File: src/rtl/handshake_pkg.sv
// Shared types and helpers for the round-robin handshake arbiter.
package handshake_pkg;

  // Output slot occupancy
  typedef enum logic {
    ST_EMPTY = 1'b0,
    ST_FULL  = 1'b1
  } state_t;

  // Index width that never collapses to zero bits
  function automatic int idx_width(input int n);
    return (n > 1) ? $clog2(n) : 1;
  endfunction

endpackage

File: src/rtl/handshake_rr_pick.sv
// Combinational round-robin picker: the first set request after i_last,
// wrapping around, with i_last itself checked last.
module handshake_rr_pick #(
  parameter int NUM_REQ = 4,
  parameter int IDX_W   = 2
) (
  input  logic [NUM_REQ-1:0] i_req,
  input  logic [IDX_W-1:0]   i_last,
  output logic [NUM_REQ-1:0] o_gnt_onehot,
  output logic [IDX_W-1:0]   o_gnt_idx,
  output logic               o_any
);

  // Scan from the farthest offset down so the nearest requester overwrites last
  always_comb begin
    logic [IDX_W-1:0] w_k;
    w_k       = '0;
    o_gnt_idx = '0;
    o_any     = 1'b0;
    for (int off = NUM_REQ; off >= 1; off--) begin
      w_k = IDX_W'((int'(i_last) + off) % NUM_REQ);
      if (i_req[w_k]) begin
        o_gnt_idx = w_k;
        o_any     = 1'b1;
      end
    end
  end

  // One-hot form of the chosen index, empty when nobody requests
  always_comb begin
    o_gnt_onehot = '0;
    if (o_any) begin
      o_gnt_onehot = NUM_REQ'(1) << o_gnt_idx;
    end
  end

endmodule

File: src/rtl/handshake_arbiter.sv
// Shares one valid/ready output slot among NUM_REQ requesters using
// round-robin arbitration with an optional burst lock on the last winner.
module handshake_arbiter
  import handshake_pkg::*;
#(
  parameter  int NUM_REQ    = 4,
  parameter  int DATA_WIDTH = 16,
  parameter  int BURST      = 1,
  localparam int IDX_W      = idx_width(NUM_REQ),
  localparam int CNT_W      = $clog2(BURST) + 1
) (
  input  logic                          i_clk,
  input  logic                          i_rstn,
  input  logic [NUM_REQ-1:0]            req_valid,
  input  logic [NUM_REQ*DATA_WIDTH-1:0] req_data,
  output logic [NUM_REQ-1:0]            req_ready,
  output logic                          m_valid,
  output logic [DATA_WIDTH-1:0]         m_data,
  output logic [IDX_W-1:0]              m_id,
  input  logic                          m_ready,
  output logic                          busy
);

  localparam logic [CNT_W-1:0] CNT_MAX  = CNT_W'(BURST - 1);
  localparam logic [IDX_W-1:0] LAST_RST = IDX_W'(NUM_REQ - 1);

  state_t                  r_state;
  logic [DATA_WIDTH-1:0]   r_data;
  logic [IDX_W-1:0]        r_id;
  logic [IDX_W-1:0]        r_last;
  logic [CNT_W-1:0]        r_cnt;

  state_t                  w_state_next;
  logic [DATA_WIDTH-1:0]   w_data_next;
  logic [IDX_W-1:0]        w_id_next;
  logic [IDX_W-1:0]        w_last_next;
  logic [CNT_W-1:0]        w_cnt_next;

  logic [DATA_WIDTH-1:0]   w_words [NUM_REQ];
  logic [NUM_REQ-1:0]      w_pick_onehot;
  logic [IDX_W-1:0]        w_pick_idx;
  logic                    w_pick_any;
  logic                    w_load;
  logic                    w_lock;
  logic [IDX_W-1:0]        w_win_idx;
  logic [NUM_REQ-1:0]      w_win_onehot;
  logic                    w_win_any;

  // Unpack the flat payload bus into one word per requester
  for (genvar gi = 0; gi < NUM_REQ; gi++) begin : g_unpack
    assign w_words[gi] = req_data[gi*DATA_WIDTH +: DATA_WIDTH];
  end

  handshake_rr_pick #(
    .NUM_REQ (NUM_REQ),
    .IDX_W   (IDX_W)
  ) u_pick (
    .i_req        (req_valid),
    .i_last       (r_last),
    .o_gnt_onehot (w_pick_onehot),
    .o_gnt_idx    (w_pick_idx),
    .o_any        (w_pick_any)
  );

  // Winner selection: the burst lock keeps the last winner while it still has budget
  always_comb begin
    w_load       = (r_state == ST_EMPTY) || m_ready;
    w_lock       = (r_cnt < CNT_MAX) && req_valid[r_last];
    w_win_idx    = w_lock ? r_last : w_pick_idx;
    w_win_onehot = w_lock ? (NUM_REQ'(1) << r_last) : w_pick_onehot;
    w_win_any    = w_lock || w_pick_any;
    req_ready    = '0;
    // Held in reset, nothing is accepted so no word can be lost
    if (i_rstn && w_load && w_win_any) begin
      req_ready = w_win_onehot;
    end
  end

  // Next-state logic for the output slot, pointer and burst counter
  always_comb begin
    w_state_next = r_state;
    w_data_next  = r_data;
    w_id_next    = r_id;
    w_last_next  = r_last;
    w_cnt_next   = r_cnt;
    if (w_load) begin
      if (w_win_any) begin
        w_state_next = ST_FULL;
        w_data_next  = w_words[w_win_idx];
        w_id_next    = w_win_idx;
        w_last_next  = w_win_idx;
        if (w_win_idx == r_last) begin
          w_cnt_next = (r_cnt < CNT_MAX) ? r_cnt + CNT_W'(1) : r_cnt;
        end else begin
          w_cnt_next = '0;
        end
      end else begin
        w_state_next = ST_EMPTY;
      end
    end
  end

  // State register; burst counter resets saturated so the first grant is plain RR
  always_ff @(posedge i_clk or negedge i_rstn) begin
    if (!i_rstn) begin
      r_state <= ST_EMPTY;
      r_data  <= '0;
      r_id    <= '0;
      r_last  <= LAST_RST;
      r_cnt   <= CNT_MAX;
    end else begin
      r_state <= w_state_next;
      r_data  <= w_data_next;
      r_id    <= w_id_next;
      r_last  <= w_last_next;
      r_cnt   <= w_cnt_next;
    end
  end

  assign m_valid = (r_state == ST_FULL);
  assign m_data  = r_data;
  assign m_id    = r_id;
  assign busy    = m_valid | (|req_valid);

endmodule

File: config.mk
export PLATFORM = sky130hd
export DESIGN_NAME = handshake_arbiter
export DESIGN_NICKNAME = d
export VERILOG_FILES = /design/src/rtl/handshake_pkg.sv /design/src/rtl/handshake_rr_pick.sv /design/src/rtl/handshake_arbiter.sv
export SDC_FILE = /design/constraint.sdc
export NUM_CORES = 1
export LEC_CHECK = 0
export ABC_AREA = 1
export BUFFER_PORTS_ARGS = -buffer_cell sky130_fd_sc_hd__buf_2
export CAP_MARGIN = 20
export CORE_MARGIN = 3
export CORE_UTILIZATION = 40
export DETAILED_ROUTE_END_ITERATION = 7
export GPL_TIMING_DRIVEN = 0
export PLACE_DENSITY = 0.82
export REMOVE_ABC_BUFFERS = 1
export SKIP_CTS_REPAIR_TIMING = 1
export SLEW_MARGIN = 10
export SYNTH_ARGS = -nofsm -noshare
export SYNTH_HDL_FRONTEND = slang
export SYNTH_SLANG_ARGS = --single-unit
File: constraint.sdc
create_clock -name i_clk -period 2.2 [get_ports i_clk]
set_clock_uncertainty 0.15 [all_clocks]
set_input_delay 0.22 -clock i_clk [delete_from_list [all_inputs] [get_ports i_clk]]
set_output_delay 0.22 -clock i_clk [all_outputs]
set_load 0.05 [all_outputs]
* Word-level counts from Yosys, hierarchy flattened
Cells that the tools add are included.
** Word-level totals
- Logic and storage cells :: 60
- Bits in registers :: 22
- Output and inout bits :: 24
- Input port bits :: 71
** Cells by class
- Magnitude comparators :: 7
- Bitwise gates (word level) :: 3
- Shift-type cells :: 2
- Add/sub/neg operators :: 5
- Eq/ne operators :: 2
- Muxes and demuxes :: 28
- Reductions and logical operators :: 8
** Operators with widths (count)
- $bmux W16 S2 :: 1
- $mux W16 :: 2
- $lt A2 B3 Y1 const B :: 5
- $mux W1 :: 12
- $mux W4 :: 3
- $bmux W1 S2 :: 5
- $mux W2 :: 5
- $shl A1 B2 Y4 const A :: 2
- $add A2 B1 Y2 const B :: 2
- $add A2 B2 Y2 const B :: 2
- $reduce_or A4 Y1 :: 1
- $ge A3 B3 Y1 const B :: 1
- $logic_and A1 B1 Y1 :: 3
- $not A2 Y3 :: 1
- $reduce_and A3 Y1 :: 1
- $eq A2 B2 Y1 :: 1
- $logic_or A1 B1 Y1 :: 2
- $ne A2 B1 Y1 const B :: 1
- $reduce_and A2 Y1 :: 1
- $add A1 B1 Y1 const B :: 1
- $lt A1 B1 Y1 const B :: 1
- $not A1 Y1 :: 1
- $or A1 B1 Y1 :: 1

* Longest topological paths before layout
Gate-level depths: netlist (run 1).
- Depth in word-level cells :: 12
- Depth in mapped cells :: 17
- Depth with buffers taken out :: 15

* Cells and area by module
A second synthesis (run 1) with hierarchy kept.
** Second synthesis, totals
- Cell total of the unflattened synthesis :: 346
- Area total of the unflattened synthesis :: 1966.9 µm²
** By module, submodules not included
- handshake_arbiter :: area an instance 1665.3 µm², seq. area each 528.0 µm², instances 1, cells each 287
- handshake_rr_pick :: area an instance 301.5 µm², seq. area each 0.0 µm², instances 1, cells each 59

* Worst setup path after synthesis (run 1)
No wires, ideal clock.
- Path type :: reg-to-output
- Start :: register r_last[0]
- End :: output req_ready[2]
- Stages on the path, launching flop included :: 13
- Setup slack :: -663 ps
- Data arrival time :: 2493 ps
- Path buffers :: 2
- Cells stage by stage :: dfstp_2 buf_6 inv_6 nand2_2 nand2_2 nand2_4 nand2_2 inv_2 nand2_2 nand2_4 nand2_8 buf_6 nor3_1
** Between the ends
- Cells in the longest elaborated chain, start to end :: 11
** RTL lines
- start, declared :: line handshake_arbiter.sv:30 : logic [IDX_W-1:0] r_last;
- start signal, assigned :: line handshake_arbiter.sv:115 : r_last <= w_last_next;
- $add A2 B1 Y2 :: line handshake_rr_pick.sv:21 : w_k = IDX_W'((int'(i_last) + off) % NUM_REQ);
- $bmux W1 S2 :: line handshake_rr_pick.sv:22 : if (i_req[w_k]) begin
- $mux W1 (not written as such) :: line handshake_rr_pick.sv:22
- $mux W2 (4 in series) :: line handshake_rr_pick.sv:22
- $shl A1 B2 Y4 :: line handshake_rr_pick.sv:33 : o_gnt_onehot = NUM_REQ'(1) << o_gnt_idx;
- $mux W4 :: line handshake_rr_pick.sv:32 : if (o_any) begin
- $mux W4 :: line handshake_arbiter.sv:70 : w_win_onehot = w_lock ? (NUM_REQ'(1) << r_last) : w_pick_onehot;
- $mux W4 (*) :: line handshake_arbiter.sv:74 : if (i_rstn && w_load && w_win_any) begin
- end, declared :: line handshake_arbiter.sv:16 : output logic [NUM_REQ-1:0] req_ready,
Every way passes the cells marked *; elsewhere a longest branch is shown, timed or not. The select of a mux whose other input is x is not followed.

* Worst setup path after layout (run 1)
- Start :: register r_last[0]
- End :: output req_ready[3]
Same word-level chain as after synthesis.

==> summary.md, run 1 <==
| Metric | Value |
|---|---|
| Mux share of post-synthesis cell area | `0` |
| Finished Layout Cells | `491` |
| Worst hold margin | `0.0278 ns` |
| Die X | `73.9 µm` |
| First-pass GRT wire length | `7780 µm` |
| CTS Sinks | `21` |
| Top-count cell post-synth | `nand2_1` |
| Fill count | `356` |
| Dpl cells | `442` |
| Worst Setup Path Type | `register to output pin` |
| Main synth FF type | `dfrtp_1` |
| Depth of the worst register-to-register path | `16` |
| Failing checks | `setup timing` |
| Critical Path RT | `1.83 ns` |
| Post-layout util | `0.675` |
| Vias in the first global route | `1825` |
| Die height | `73.9 µm` |
| Type of the most critical hold path | `primary input to register` |
| EDFF count, synth | `0` |
| DR vias | `2571` |
| Routed Antenna Nets | `0` |
| Setup violators final | `21` |
| Synth Warn # | `0` |
| Asr flop ratio synth | `1.00` |
| Synth area leaders | `nand2_1 31%, dfrtp_1 26%, nand3_1 14%` |
| Hold Vio Cnt, Final | `0` |
| Residual DRC count | `0` |
| Total core area | `0.00441 mm²` |
| Critical Path Source Type | `register` |
| Htree depth | `1` |
| Yosys top cell area share | `0.314` |
| Syn Area/Cell | `5.94 µm²` |
| Layout Nets | `511` |
| Reg2Reg Setup Slack | `-0.27 ns` |
| Initial antenna violation count | `0` |
| Post-DR wirelength/cell | `16.0 µm` |
| Critical path fanouts, max | `6` |
| FF+latch count, synth | `21` |
| Largest net degree at the start of global routing | `37` |
| RSZ-0062 raised after global routing | `yes` |
| Setup crit end | `req_ready[3]` |
| Post-Synth Simple-Gate Area | `0.531` |
| Clock buffer depth | `2` |
| Fin. max-slew vios | `0` |
| Inserted Clock Buffers | `3` |
| Post-synthesis sequential area ratio | `0.287` |
| IO Port Bufs | `94` |
| Synth unique cells | `25` |
| Share of cells above drive strength 1 | `0.415` |
| Compound-Gate Fraction of Synth Area | `0.0272` |
| Fmax | `390 MHz` |
| Routability cong. | `0.844` |
| Crit. Startpoint | `r_last[0]` |
| Iteration count of the initial detailed-routing pass | `6` |
| DRT iter0 DRCs | `159` |
| CTS tree | `yes` |
| Worst r2r src | `r_last[0]` |
| Largest area contributor in the netlist | `nand2_1` |
| Post-Synth XOR/XNOR Area | `0` |
| Largest family of logic cells by synthesized area | `simple AND/OR/NAND/NOR gates` |
| Total GRT Usage | `0.177` |
| WP data arrival | `2.19 ns` |
| Cells after synthesis | `310` |
| Tmin final | `2.56 ns` |
| Worst setup margin | `-0.365 ns` |
| Max-cap viol count | `0` |
| Outcome | `finished, violations left` |
| Drt total wl | `7840 µm` |
| Rel. slew slack | `0.401` |
| Clock transition at the registers of the reported paths | `0.08 ns` |
| Starting density of the core | `0.417` |
| Adder-cell area share of the yosys netlist | `0` |
| Crit end category | `output pin` |
| Die ar. | `0.00545 mm²` |
| Syn-to-layout area delta | `61.8%` |
| Root Driver | `clkbuf_8` |
| Synthesized cell area | `0.00184 mm²` |
| I/O pin total | `95` |
| DPL Wire Length | `3530 µm` |
| Setup TNS | `-3.93 ns` |
| Grt ovf | `0` |
| Drt via density | `5.24` |
| Post-synth top cells | `154 x nand2_1, 52 x nand3_1, 39 x inv_1` |
| Diode count | `0` |
| Clk Latency, worst-skew pair | `0.25 ns` |
| Rows | `24` |
| Period utilization | `1.17` |
| RR Endpoint | `m_data[12]` |
| Tightest Pin Transition | `0.895 ns` |
==> routing by layer <==
layer	vias to the layer above	routed length [µm]	GRT usage
met3	32	722	0.0164
met1	1150	2870	0.207
li1	1212	-	-
met4	0	274	0.0503
met5	-	0	0
met2	177	3970	0.337
==> cells by family (layout without fill, tap and decap cells) <==
logic type	Yosys count	in the layout
flip-flops	21	21
AO/OA/AOI/OAI	7	7
AND/OR/NAND/NOR	224	232
buffers and inverters	58	179
==> cell usage in the layout, fill, tap and decap left out <==
cell and instances:
nand2_1 142, buf_2 90, nand3_1 48, inv_1 38, buf_4 28, dfrtp_1 19
nand2_4 11, nand2_2 10, buf_6 8, nand3_2 6, nand2_8 6, nand3_4 3
nor2_1 3, clkbuf_8 3, buf_12 3, o21ai_2 2, inv_8 2, o21ai_0 2
dlygate4sd3_1 2, dfstp_2 2, clkinv_4 1, inv_2 1, a21oi_4 1, o21ai_4 1
nor4_1 1, nor2_4 1, nor3_2 1, a21oi_1 1, clkinv_16 1, clkinvlp_4 1
clkbuf_1 1
==> flip-flops by register name, indices dropped and copies added (netlist names) <==
signal,flops
m_valid,1
m_data,16
m_id,2
r_last,2
==> critical path: stages (launching register included) <==
cell and delay (ns):
dfstp_2 0.60, buf_6 0.14, nand2_1 0.11, nand3_2 0.12, nand2_1 0.08, inv_1 0.11, nand2_4 0.11, nand2_8 0.11
nand2_8 0.09, nand2_8 0.10, nand2_1 0.05, nor2_1 0.12, buf_6 0.17
==> worst min-delay path by stage <==
stage / depth (start not counted) / end / startpoint
after global placement: 1 / m_valid / i_rstn
after floorplan: 0 / m_data[0] / i_rstn
final: 2 / m_valid / m_ready
after global routing: 2 / m_valid / m_ready
after detailed placement: 1 / m_valid / i_rstn
after CTS: 1 / m_valid / i_rstn
==> cell type report <==
type	instances	area (µm²)	share of cell area
clock buffers	4	45.0	0.0151
inverters	43	204	0.0684
multi-input cells	239	1300	0.435
flip-flops and latches	21	528	0.177
well taps	52	65.1	0.0218
repair buffers	131	831	0.279
repair inverters	1	11.3	0.00378
==> metrics by stage <==
step,worst slack (ns),cell area (µm²)
final,-0.365,2980
after detailed placement,-0.452,2270
after global placement,-1.01,2260
after CTS,-0.744,2320
after floorplan,-0.921,1730
after global routing,-0.483,2980
Power of run 1 is not shown: default switching activity piles up to over one toggle a cycle in this logic, so the estimate is an artifact.
==> inputs of run 2 (changes only) <==
Settings changed: RECOVER_POWER set to 25.
==> run 2 against run 1 <==
  * Non-clock buffer count stayed put
  * Sequential share of layout area is 0.075 points higher
  * Worst setup slack better by 0.019 ns
  * The run still ends with setup timing left
==> summary.md, run 2 (synthesis gave the netlist of run 1 again) <==
| Metric | Value |
|---|---|
| Met3 Usage GRT | `0.0164 (unchanged)` |
| Post-DR wirelength/cell | `15.7 µm (was 16.0 µm)` |
| Routed Antenna Nets | `0 (unchanged)` |
| Finished Layout Cells | `491 (unchanged)` |
| Met1 usage | `0.207 (unchanged)` |
| DPL Wire Length | `3530 µm (unchanged)` |
| Initial antenna violation count | `0 (unchanged)` |
| Diode count | `0 (unchanged)` |
| Die height | `73.9 µm (unchanged)` |
| CTS tree | `yes (unchanged)` |
| Crit end category | `output pin (unchanged)` |
| Routability cong. | `0.844 (unchanged)` |
| Starting density of the core | `0.417 (unchanged)` |
| WP data arrival | `2.18 ns (was 2.19 ns)` |
| WP buf/inv | `3 (unchanged)` |
| Hold Vio Cnt, Final | `0 (unchanged)` |
| CTS Sinks | `21 (unchanged)` |
| Post-route cell area | `0.00297 mm² (was 0.00298 mm²)` |
| Setup violators final | `21 (unchanged)` |
| Delay-heaviest family, CP | `simple AND/OR/NAND/NOR gates (unchanged)` |
| DR vias | `2526 (was 2571)` |
| Clock buffer depth | `2 (unchanged)` |
| Commonest non-fill, non-tap cell in the layout | `nand2_1 (unchanged)` |
| Type of the most critical hold path | `primary input to register (unchanged)` |
| Residual DRC count | `0 (unchanged)` |
| Outcome | `finished, violations left (unchanged)` |
| Tmin final | `2.55 ns (was 2.56 ns)` |
| I/O pin total | `95 (unchanged)` |
| Drt total wl | `7700 µm (was 7840 µm)` |
| Fmax | `393 MHz (was 390 MHz)` |
| Die X | `73.9 µm (unchanged)` |
| Most frequent cells in the layout | `142 x nand2_1, 80 x buf_2, 48 x nand3_1 (was 142 x nand2_1, 90 x buf_2, 48 x nand3_1)` |
| RSZ-0062 raised after global routing | `yes (unchanged)` |
| Critical Path RT | `1.83 ns (about the same)` |
| Vias in the first global route | `1825 (unchanged)` |
| Root Driver | `clkbuf_8 (unchanged)` |
| Die ar. | `0.00545 mm² (unchanged)` |
| Fin. max-slew vios | `0 (unchanged)` |
| Tightest Pin Transition | `0.884 ns (was 0.895 ns)` |
| Critical path fanouts, max | `6 (unchanged)` |
| Clk Latency, worst-skew pair | `0.25 ns (about the same)` |
| Multi-input logic area | `0.00130 mm² (unchanged)` |
| Critical Path Source Type | `register (unchanged)` |
| Htree depth | `1 (unchanged)` |
| Max incr delay on CP | `0.60 ns (about the same)` |
| Worst Setup Path Type | `register to output pin (unchanged)` |
| Largest net degree at the start of global routing | `37 (unchanged)` |
| Met2 usage | `0.337 (unchanged)` |
| Max-cap viol count | `0 (unchanged)` |
| Clock transition at the registers of the reported paths | `0.07 ns (was 0.08 ns)` |
| Syn-to-layout area delta | `61.1% (was 61.8%)` |
| DRT iter0 DRCs | `161 (was 159)` |
| Rows | `24 (unchanged)` |
| First-pass GRT wire length | `7780 µm (unchanged)` |
| IO Port Bufs | `94 (unchanged)` |
| Setup WS pre-CTS | `-0.452 ns (unchanged)` |
| Area occupied by registers | `528 µm² (unchanged)` |
| Critical path's slowest cell | `dfstp_2 (unchanged)` |
| Worst setup margin | `-0.346 ns (was -0.365 ns)` |
| Worst path cell trace | `buf_6 > nand2_1 > nand3_2 > nand2_1 > inv_1 > nand2_4 > nand2_8 > nand2_8 > nand2_8 > nand2_1 > nor2_1 > buf_6 (unchanged)` |
| Share of cells above drive strength 1 | `0.392 (was 0.415)` |
| Busiest layer in global routing | `met2 (unchanged)` |
| Rel. slew slack | `0.409 (was 0.401)` |
| Grt ovf | `0 (unchanged)` |
| Failing checks | `setup timing (unchanged)` |
| Period utilization | `1.16 (was 1.17)` |
| Dpl cells | `442 (unchanged)` |
| Drt via density | `5.14 (was 5.24)` |
| Inserted Clock Buffers | `3 (unchanged)` |
| Number of flip-flops in the largest register | `16 (unchanged)` |
| Total core area | `0.00441 mm² (unchanged)` |
| Iteration count of the initial detailed-routing pass | `4 (was 6)` |
| Layout Nets | `511 (unchanged)` |
| Total GRT Usage | `0.177 (unchanged)` |
| Placement-stage cell area | `0.00227 mm² (unchanged)` |
| Fill count | `363 (was 356)` |
[run 2: cell count changes in the layout (fill, tap and decap cells not counted), sizes merged]
cell / previous run / this run
clkbuf: 4 / 14
buf: 129 / 119
[run 2: final timing paths]
| path | from | to | slack, ns | depth (start not counted) |
|---|---|---|---|---|
| setup reg to reg | r_last[0] | m_data[12] | -0.25 | 18 |
| hold reg to reg | m_data[12] | m_data[12] | 0.33 | 2 |
| setup / recovery | r_last[0] | req_ready[3] | -0.35 | 12 |
| max in group asynchronous | i_rstn | m_data[0] | 0.13 | 3 |
| min in group asynchronous | i_rstn | r_last[0] | 0.45 | 2 |
| hold / removal | m_ready | m_valid | 0.03 | 2 |
[run 2: per-stage QoR]
step                setup TNS, ns   util  hold WS [ns]
finish                      -3.46  0.672        0.0272
global route                -8.33  0.672        0.0355
CTS                         -7.28  0.526        -0.211
detailed placement          -5.79  0.515        0.0706
global placement           -19.71  0.512        0.0679
floorplan                   -8.30      -        -0.226
[run 2: per-layer routing]
metal	part of all wire	vias up
met3	0.075	25
li1	-	1213
met2	0.51	133
met1	0.38	1155
met5	0	-
met4	0.037	0
[run 2: final cells by class]
| class | count | share of cell area |
|---|---|---|
| clock buffers | 4 | 0.0152 |
| inverters | 43 | 0.0687 |
| multi-input cells | 239 | 0.437 |
| flip-flops and latches | 21 | 0.178 |
| well taps | 52 | 0.0219 |
| repair buffers | 131 | 0.276 |
| repair inverters | 1 | 0.00379 |
Power of run 2 is left out for the same reason.
==> inputs of run 3 (changes only) <==
Settings changed: CELL_PAD_IN_SITES_DETAIL_PLACEMENT set to 0, CELL_PAD_IN_SITES_GLOBAL_PLACEMENT set to 1, CORE_UTILIZATION 40 to 29, PLACE_DENSITY 0.82 to 0.89.
==> run 3 against run 2 <==
  * The run still ends with setup timing left
  * First-iteration DRC count decreased by 62%
  * Cell count increased by 3.1%
  * Routed wire length decreased by 9.8%
  * Sequential cell count unchanged
  * Highest routed layer unchanged
  * Clock-buffer cell count decreased by 1
  * Register-to-register slack about the same
  * Worst setup slack improved by 0.067 ns
  * Fmax increased by 2.7%
  * Critical endpoint is now req_ready[2]
  * Hold slack improved by 0.044 ns
==> summary.md, run 3 (synthesis gave the netlist of run 1 again) <==
| Metric | Value |
|---|---|
| Outcome | `finished, violations left (unchanged)` |
| Failing checks | `setup timing (unchanged)` |
| Critical path's slowest cell | `dfstp_2 (unchanged)` |
| Post-DR wirelength/cell | `13.7 µm (was 15.7 µm)` |
| IO Port Bufs | `94 (unchanged)` |
| Max-cap viol count | `0 (unchanged)` |
| Root Driver | `clkbuf_8 (unchanged)` |
| Initial antenna violation count | `0 (unchanged)` |
| Clock transition at the registers of the reported paths | `0.08 ns (was 0.07 ns)` |
| DRT iter0 DRCs | `61 (was 161)` |
| Diode count | `0 (unchanged)` |
| CTS Sinks | `21 (unchanged)` |
| Worst Setup Path Type | `register to output pin (unchanged)` |
| Clk Latency, worst-skew pair | `0.26 ns (was 0.25 ns)` |
| Rows | `28 (was 24)` |
| Rel. slew slack | `0.389 (was 0.409)` |
| Routed Antenna Nets | `0 (unchanged)` |
| Clock buffer depth | `2 (unchanged)` |
| Post-layout util | `0.470 (was 0.672)` |
| Number of flip-flops in the largest register | `16 (unchanged)` |
| Die ar. | `0.00734 mm² (was 0.00545 mm²)` |
| Critical Path Source Type | `register (unchanged)` |
| Die height | `85.7 µm (was 73.9 µm)` |
| Tightest Pin Transition | `0.913 ns (was 0.884 ns)` |
| Layout Nets | `503 (was 511)` |
| Tmin final | `2.48 ns (was 2.55 ns)` |
| WP data arrival | `2.11 ns (was 2.18 ns)` |
| WP buf/inv | `5 (was 3)` |
| Worst path cell trace | `buf_6 > buf_6 > o21ai_4 > nand2_2 > nand3_2 > nand2_2 > o21ai_4 > buf_12 > buf_8 > nor3_4 > buf_6 (was buf_6 > nand2_1 > nand3_2 > nand2_1 > inv_1 > nand2_4 > nand2_8 > nand2_8 > nand2_8 > nand2_1 > nor2_1 > buf_6)` |
| Setup violators final | `21 (unchanged)` |
| DPL Wire Length | `3750 µm (was 3530 µm)` |
| Type of the most critical hold path | `primary input to register (unchanged)` |
| Critical path fanouts, max | `4 (was 6)` |
| Die X | `85.7 µm (was 73.9 µm)` |
| CTS tree | `yes (unchanged)` |
| First-pass GRT wire length | `8640 µm (was 7780 µm)` |
| Most frequent cells in the layout | `145 x nand2_1, 82 x buf_2, 48 x nand3_1 (was 142 x nand2_1, 80 x buf_2, 48 x nand3_1)` |
| Iteration count of the initial detailed-routing pass | `4 (unchanged)` |
| DR vias | `2299 (was 2526)` |
| Syn-to-layout area delta | `53.8% (was 61.1%)` |
| Total GRT Usage | `0.143 (was 0.177)` |
| Htree depth | `1 (unchanged)` |
| Drt total wl | `6940 µm (was 7700 µm)` |
| Total core area | `0.00603 mm² (was 0.00441 mm²)` |
| Routability cong. | `0.826 (was 0.844)` |
| Delay-heaviest family, CP | `buffers and inverters (was simple AND/OR/NAND/NOR gates)` |
| CP dominant cell by count | `buf_6` |
| Fill count | `644 (was 363)` |
| Residual DRC count | `0 (unchanged)` |
| Crit end category | `output pin (unchanged)` |
| Grt ovf | `0 (unchanged)` |
| Hold Vio Cnt, Final | `0 (unchanged)` |
| Fin. max-slew vios | `0 (unchanged)` |
| Critical Path RT | `1.83 ns (about the same)` |
| Worst setup margin | `-0.279 ns (was -0.346 ns)` |
| RSZ-0062 raised after global routing | `yes (unchanged)` |
| Share of cells above drive strength 1 | `0.383 (was 0.392)` |
| Commonest non-fill, non-tap cell in the layout | `nand2_1 (unchanged)` |
| Drt via density | `4.54 (was 5.14)` |
| Period utilization | `1.13 (was 1.16)` |
| Fmax | `403 MHz (was 393 MHz)` |
| Largest net degree at the start of global routing | `37 (unchanged)` |
| Max incr delay on CP | `0.61 ns (was 0.60 ns)` |
| Starting density of the core | `0.306 (was 0.417)` |
| I/O pin total | `95 (unchanged)` |
| Inserted Clock Buffers | `3 (unchanged)` |
| Vias in the first global route | `1875 (was 1825)` |
==> run 3: cell count changes in the layout (fill, tap and decap cells not counted), sizes merged <==
cell	previous run	this run
buf	119	116
clkbuf	14	11
nand3	57	55
clkinv	2	3
dlygate4sd3	2	3
inv	41	40
nand2	169	168
==> run 3: final cells by class <==
type | count | area, µm² | area share
multi-input combinational | 236 | 1200 | 0.423
timing repair buffer | 127 | 776 | 0.274
sequential | 21 | 528 | 0.186
inverter | 43 | 191 | 0.0676
tap | 75 | 93.8 | 0.0331
clock buffer | 3 | 41.3 | 0.0146
clock inverter | 1 | 5.00 | 0.00177
==> run 3: worst reg2reg max path, delay by kind of cell (launching register included) <==
family / cells / cell delay [ns]
AOI/OAI and AO/OA: 1 / 0.07
and+or+nand+nor: 10 / 1.14
buffers and inverters: 3 / 0.38
DFF: 1 / 0.61
==> run 3: final timing paths <==
path | startpoint | end | slack [ns] | depth (start not counted)
min reg2reg | m_data[6] | m_data[6] | 0.33 | 2
min | req_valid[1] | m_valid | 0.07 | 3
max reg2reg | r_last[0] | m_data[13] | -0.26 | 14
min in group asynchronous | i_rstn | r_last[0] | 0.58 | 2
max | r_last[0] | req_ready[2] | -0.28 | 11
max in group asynchronous | i_rstn | m_data[6] | 0.62 | 2
==> run 3: stage by stage <==
step / instance area, µm² / setup TNS [ns] / hold WS (ns) / worst slack, ns / cells
finish: 2830 / -4.11 / 0.0716 / -0.279 / 506
floorplan: 1730 / -8.30 / -0.226 / -0.921 / 295
global route: 2830 / -6.36 / 0.0864 / -0.366 / 506
global placement: 2290 / -21.15 / 0.0754 / -1.06 / 464
CTS: 2350 / -8.18 / -0.203 / -0.787 / 469
detailed placement: 2300 / -6.63 / 0.0826 / -0.485 / 465
==> run 3: metal layers <==
| layer | wire length, µm | up-vias | track usage |
|---|---|---|---|
| li1 | - | 1190 | - |
| met1 | 3060 | 1028 | 0.187 |
| met4 | 53 | 0 | 0.0273 |
| met2 | 3360 | 75 | 0.243 |
| met5 | 0 | - | 0 |
| met3 | 470 | 6 | 0.0317 |
Power of run 3 is left out for the same reason.
